## config.mk

```make
export PLATFORM = sky130hd
export DESIGN_NAME = pipe_stage_reg
export DESIGN_NICKNAME = d
export VERILOG_FILES = /design/src/rtl/pipe_stage_reg.sv
export SDC_FILE = /design/constraint.sdc
export NUM_CORES = 1
export LEC_CHECK = 0
export CORE_MARGIN = 2
export CORE_UTILIZATION = 45
export CTS_BUF_LIST = sky130_fd_sc_hd__clkbuf_2
export DETAILED_ROUTE_END_ITERATION = 10
export PLACE_DENSITY = 0.79
export SETUP_SLACK_MARGIN = 0.15
export SLEW_MARGIN = 30
export SYNTH_ARGS = -nofsm -noshare
export SYNTH_HDL_FRONTEND = slang
export SYNTH_SLANG_ARGS = --single-unit
```

## constraint.sdc

```tcl
create_clock -name clk -period 2.4 [get_ports clk]
set_input_delay 0.36 -clock clk [delete_from_list [all_inputs] [get_ports clk]]
set_output_delay 0.36 -clock clk [all_outputs]
set_load 0.02 [all_outputs]
```

## src/rtl/pipe_stage_reg.sv

```systemverilog
// Parametrised pipeline stage register: 2-entry skid buffer with valid/ready and synchronous flush.
// Define PIPE_STAGE_STATS_EN to build the saturating stall/bubble statistics counters.
module pipe_stage_reg #(
    parameter int unsigned DATA_W = 32,
    parameter int unsigned CNT_W  = 16
) (
    input  logic              clk,
    input  logic              rst_n,
    input  logic              flush,
    input  logic              in_valid,
    output logic              in_ready,
    input  logic [DATA_W-1:0] in_data,
    output logic              out_valid,
    input  logic              out_ready,
    output logic [DATA_W-1:0] out_data,
    output logic [CNT_W-1:0]  stall_cnt,
    output logic [CNT_W-1:0]  bubble_cnt
);

    typedef enum logic [1:0] {
        ST_EMPTY = 2'd0,
        ST_ONE   = 2'd1,
        ST_FULL  = 2'd2
    } state_t;

    state_t            r_state;
    logic              r_main_valid;
    logic              r_skid_valid;
    logic [DATA_W-1:0] r_main_data;
    logic [DATA_W-1:0] r_skid_data;
    logic              w_accept;
    logic              w_drain;

    // in_ready comes straight from the skid flag, so out_ready never reaches it combinationally
    assign in_ready  = ~r_skid_valid;
    assign out_valid = r_main_valid;
    assign out_data  = r_main_data;

    assign w_accept = in_valid & ~r_skid_valid;
    assign w_drain  = r_main_valid & out_ready;

    always_ff @(posedge clk or negedge rst_n) begin
        if (!rst_n) begin
            r_state      <= ST_EMPTY;
            r_main_valid <= 1'b0;
            r_skid_valid <= 1'b0;
            r_main_data  <= '0;
            r_skid_data  <= '0;
        end else if (flush) begin
            r_state      <= ST_EMPTY;
            r_main_valid <= 1'b0;
            r_skid_valid <= 1'b0;
        end else begin
            case (r_state)
                ST_EMPTY: begin
                    if (w_accept) begin
                        r_main_data  <= in_data;
                        r_main_valid <= 1'b1;
                        r_state      <= ST_ONE;
                    end
                end
                ST_ONE: begin
                    if (w_accept && w_drain) begin
                        r_main_data <= in_data;
                    end else if (w_drain) begin
                        r_main_valid <= 1'b0;
                        r_state      <= ST_EMPTY;
                    end else if (w_accept) begin
                        r_skid_data  <= in_data;
                        r_skid_valid <= 1'b1;
                        r_state      <= ST_FULL;
                    end
                end
                ST_FULL: begin
                    if (w_drain) begin
                        r_main_data  <= r_skid_data;
                        r_skid_valid <= 1'b0;
                        r_state      <= ST_ONE;
                    end
                end
                default: begin
                    r_main_valid <= 1'b0;
                    r_skid_valid <= 1'b0;
                    r_state      <= ST_EMPTY;
                end
            endcase
        end
    end

`ifdef PIPE_STAGE_STATS_EN
    logic [CNT_W-1:0] r_stall_cnt;
    logic [CNT_W-1:0] r_bubble_cnt;

    // Counters saturate instead of wrapping; flush deliberately does not clear them
    always_ff @(posedge clk or negedge rst_n) begin
        if (!rst_n) begin
            r_stall_cnt  <= '0;
            r_bubble_cnt <= '0;
        end else begin
            if (r_main_valid && !out_ready && (r_stall_cnt != '1)) begin
                r_stall_cnt <= r_stall_cnt + 1'b1;
            end
            if (!r_main_valid && (r_bubble_cnt != '1)) begin
                r_bubble_cnt <= r_bubble_cnt + 1'b1;
            end
        end
    end

    assign stall_cnt  = r_stall_cnt;
    assign bubble_cnt = r_bubble_cnt;
`else
    assign stall_cnt  = '0;
    assign bubble_cnt = '0;
`endif

endmodule

```

After elaboration in Yosys (flattened, before gate mapping):

Cells that the tools add are included.

* mux-type cells: 20
* eq/ne operators: 14
* bitwise operators: 6
* reduce and logical (&&, ||, !) cells: 8

Operators by type and width (count)
* 32-bit two-way mux: 3
* 32-bit case mux with 3 select lines: 1
* 3-bit inequality test (second input constant): 6
* 5-bit AND reduction: 3
* 2-bit two-way mux: 6
* 2-bit inequality test (second input constant): 5
* 4-bit AND reduction: 2
* 1-bit two-way mux: 7
* 1-bit case mux with 3 select lines: 2
* 2-bit case mux with 3 select lines: 1
* 4-bit inequality test (second input constant): 1
* 1-bit NOT: 4
* 3-bit nonzero test: 1
* 1-bit bitwise AND: 2
* 2-bit by 1-bit == test with 1-bit output (second input constant): 1
* 2-bit == test (second input constant): 1
* 2-bit logical NOT: 1
* 1-bit logical AND: 1

* word-level logic and storage cells: 53
* register bits after elaboration: 68
* bits of input ports: 37

Longest topological paths before layout:

* depth in word-level cells: 7
* mapped depth: 5
* depth with buffers taken out: 3

Worst setup path before layout:

OpenSTA, ideal clock, no wires.

* path type: register to register
* from: register r_state[1]
* to: register r_main_data[0], in the netlist out_data[0]
* setup time: 0.125 ns
* slack: 0.549 ns
* required time: 2.275 ns
* path buffers: 1
* cell stages (with the launch flop): 5
* arrival: 1.726 ns
* cells stage by stage: dfrtp_1 -> or4b_4 -> o22ai_4 -> buf_6 -> mux2_2

* word-level cells in the longest chain between the ends: 3
* elaborated cells between the ends (all ways): 9

Ends and longest elaborated chain
* start: declaration: line 26 `state_t r_state;`
* start signal: assignment: line 44 `r_state <= ST_EMPTY;`
* start signal: assignment: line 50 `r_state <= ST_EMPTY;`
* start signal: assignment: line 59 `r_state <= ST_ONE;`
* 2-bit by 1-bit == test with 1-bit output (tied with other cells): line 54 `case (r_state)`
* 2-bit inequality test (no source line) or 3-bit nonzero test (tied branches)
* 5-bit AND reduction (no source line)
* end signal: assignment: line 57 `r_main_data <= in_data;`
* end signal: assignment: line 64 `r_main_data <= in_data;`
* end signal: assignment: line 76 `r_main_data <= r_skid_data;`
* end: declaration: line 29 `logic [DATA_W-1:0] r_main_data;`

Parallel ways exist; a longest one is shown, timed or not.
A chain may end at the register's enable or synchronous reset.

Worst setup path after layout:

* from: register r_state[1]
* to: register r_main_data[8], in the netlist out_data[8]

Same word-level chain as after synthesis.

==> run summary <==
Status: complete, no violations
Max stage delay on crit path: 0.59 ns
Clock latency on the worst-skew pair: 0.47 ns
Post-Synthesis Cells: 232
WP data arrival: 2.35 ns
Tcrit/Tclk final: 0.825
Pwr dens: 1060 mW/mm^2
Number of global-route vias before repair: 2088
Post-Layout Cell Count: 413
H-tree levels: 3
Fin util: 0.582
Crit path time final: 1.98 ns
Fin. max-slew vios: 0
Nets@finish: 346
Reg2reg setup slack: 0.42 ns
Synth Register Bits: 68
RSZ-0062 raised after global routing: no
Post-synth top flop: dfrtp_1
Die footprint: 0.00839 mm^2
Post-synth top area share: 0.493
Clock Sinks: 68
Fmax: 505 MHz
Via/cell ratio: 4.75
Post-synth ARST share: 1.00
Die H: 91.6 um
N_diodes: 0
Post-route ant nets: 0
Synthesis-to-layout area growth: 23.5%
Placed Instances: 396
Grt total ovfl: 0
Crit path max fanout: 17
Rows: 31
Setup Buffers After CTS: 0
Port buffer count: 70
CTS max path bufs: 2
Num ports: 103
CTS clk-pin slew, worst paths: 0.18 ns
Post-synth design cell area: 0.00345 mm^2
Layout fillers: 588
Initial antenna violation count: 0
Core ar.: 0.00733 mm^2
First-pass iteration count of the detailed router: 4
Worst slew pin tran: 0.748 ns
Seq/Total Area, Yosys: 0.493
Final wirelength: 5970 um
Crit Path Class: reg2reg
Largest net degree at the start of global routing: 37
Relative slew margins: 0.502
Peak supply drop: 0.567 mV
Placer Congestion: 0.699
Crit. End Element: register
Slowest CP cell: or4b_4
Vias: 1962
First-pass GRT wire length: 10300 um
Yosys Warn Count: 0
Share of layout cells above drive strength 1: 0.357
CP required: 2.77 ns
Setup Viol. Count Final: 0
MaxCap Viol Count: 0
CTS Buf Count: 9
Final Hold Fails: 0
Setup Skew: 0.0178 ns
Worst hold slack: 0.457 ns
Crit start category: register
DP HPWL: 4130 um
All-Layer GR Usage: 0.156
Leakage: 1.92 nW
Number of flops mapped to enable cells by yosys: 0
Die W: 91.6 um
Hold Path Class: in2async
CTS tree: yes
Post-route DRC violation count: 0
Setup tns final: 0 ns
Iter 0 DRT Violations: 66
Root Buffer: clkbuf_2
Synth unique cells: 30
Starting density of the core: 0.471
Syn avg cell area: 14.9 um^2
Top post-synthesis cells by area: dfrtp_1, mux2_2, mux2_4
Wirelength per Cell: 14.5 um
Crit-path cells: or4b_4, o22ai_4, buf_12, mux2_2
Synth area leader: dfrtp_1
path summary, 6_finish.rpt:
kind,cells after the start,end,from
hold / removal,2,r_skid_data[28],rst_n
max in group asynchronous,3,out_data[24],rst_n
setup reg to reg,4,out_data[8],r_state[1]
setup / recovery,4,out_data[8],r_state[1]
min in group clk,2,r_skid_data[26],in_data[26]
hold reg to reg,1,out_data[17],out_data[17]
worst max-delay path: cells and delay by family (launching register included):
kind	cells	cell delay [ns]
AND/OR/NAND/NOR	1	0.59
flip-flops	1	0.50
multiplexers	1	0.35
AO/OA/AOI/OAI	1	0.25
buffers and inverters	1	0.20
registers in the layout (all words and copies together) (netlist names):
| signal | cells |
|---|---|
| out_valid | 1 |
| r_state | 2 |
| r_skid_valid | 1 |
| r_skid_data | 32 |
| out_data | 32 |
cells in the mapped netlist, drive strengths merged, types with 2 or more instances:
cell type   n
inv         2
nor2b       2
mux2       96
buf        40
a21oi       2
nand3b      2
dfrtp      68
clkbuf      3
nand2b      2
power by group:
part           internal (mW)  switching, mW
Clock                  0.235          0.385
Sequential              1.68          0.304
Combinational           1.14          0.762
cells in the final DEF (no fill, tap or decap), types with 5 or more instances in the layout:
cell,Yosys,layout
mux2_2,54,54
clkbuf_2,0,10
conb_1,1,32
dfrtp_1,68,68
buf_12,3,5
mux2_4,30,30
clkdlybuf4s50_1,0,69
mux2_1,12,12
per-layer routing:
metal / GRT usage / share of wire / up-vias
met3: 0.0539 / 0.057 / 7
met2: 0.254 / 0.47 / 67
met5: 0 / 0 / -
li1: - / - / 909
met1: 0.196 / 0.46 / 979
met4: 0.0492 / 0.012 / 0
area by class of cell:
class                   instances  area (um^2)  share of cell area
multi-input cells             150         1510               0.353
clock buffers                  10         50.0              0.0117
flip-flops and latches         68         1700               0.399
well taps                      99          124              0.0290
inverters                       2         7.51             0.00176
repair buffers                 78          821               0.192
clock inverters                 6         55.1              0.0129
repair_timing:
action | 4_1_cts | 5_1_grt
hold buffers | 1 | 0
setup endpoints to repair | 0 | 0
gates resized for setup | 0 | 0
hold endpoints to repair | 32 | 0
cells by family after synthesis:
family                 Yosys count  synth area share
other                            1           0.00109
flip-flops                      68             0.493
multiplexers                    96             0.346
AO/OA/AOI/OAI                   10            0.0265
AND/OR/NAND/NOR                 12            0.0272
buffers and inverters           45             0.107
stage by stage:
step / worst slack [ns] / area [um^2] / power [mW]
after floorplan: 0.549 / 3570 / 3.16
after global placement: 0.0983 / 4150 / 3.87
after detailed placement: 0.0655 / 4150 / 3.92
after CTS: 0.335 / 4270 / 4.57
after global routing: 0.296 / 4270 / 4.79
final: 0.420 / 4270 / 4.51
No activity file was read; power rests on OpenSTA's default activity.
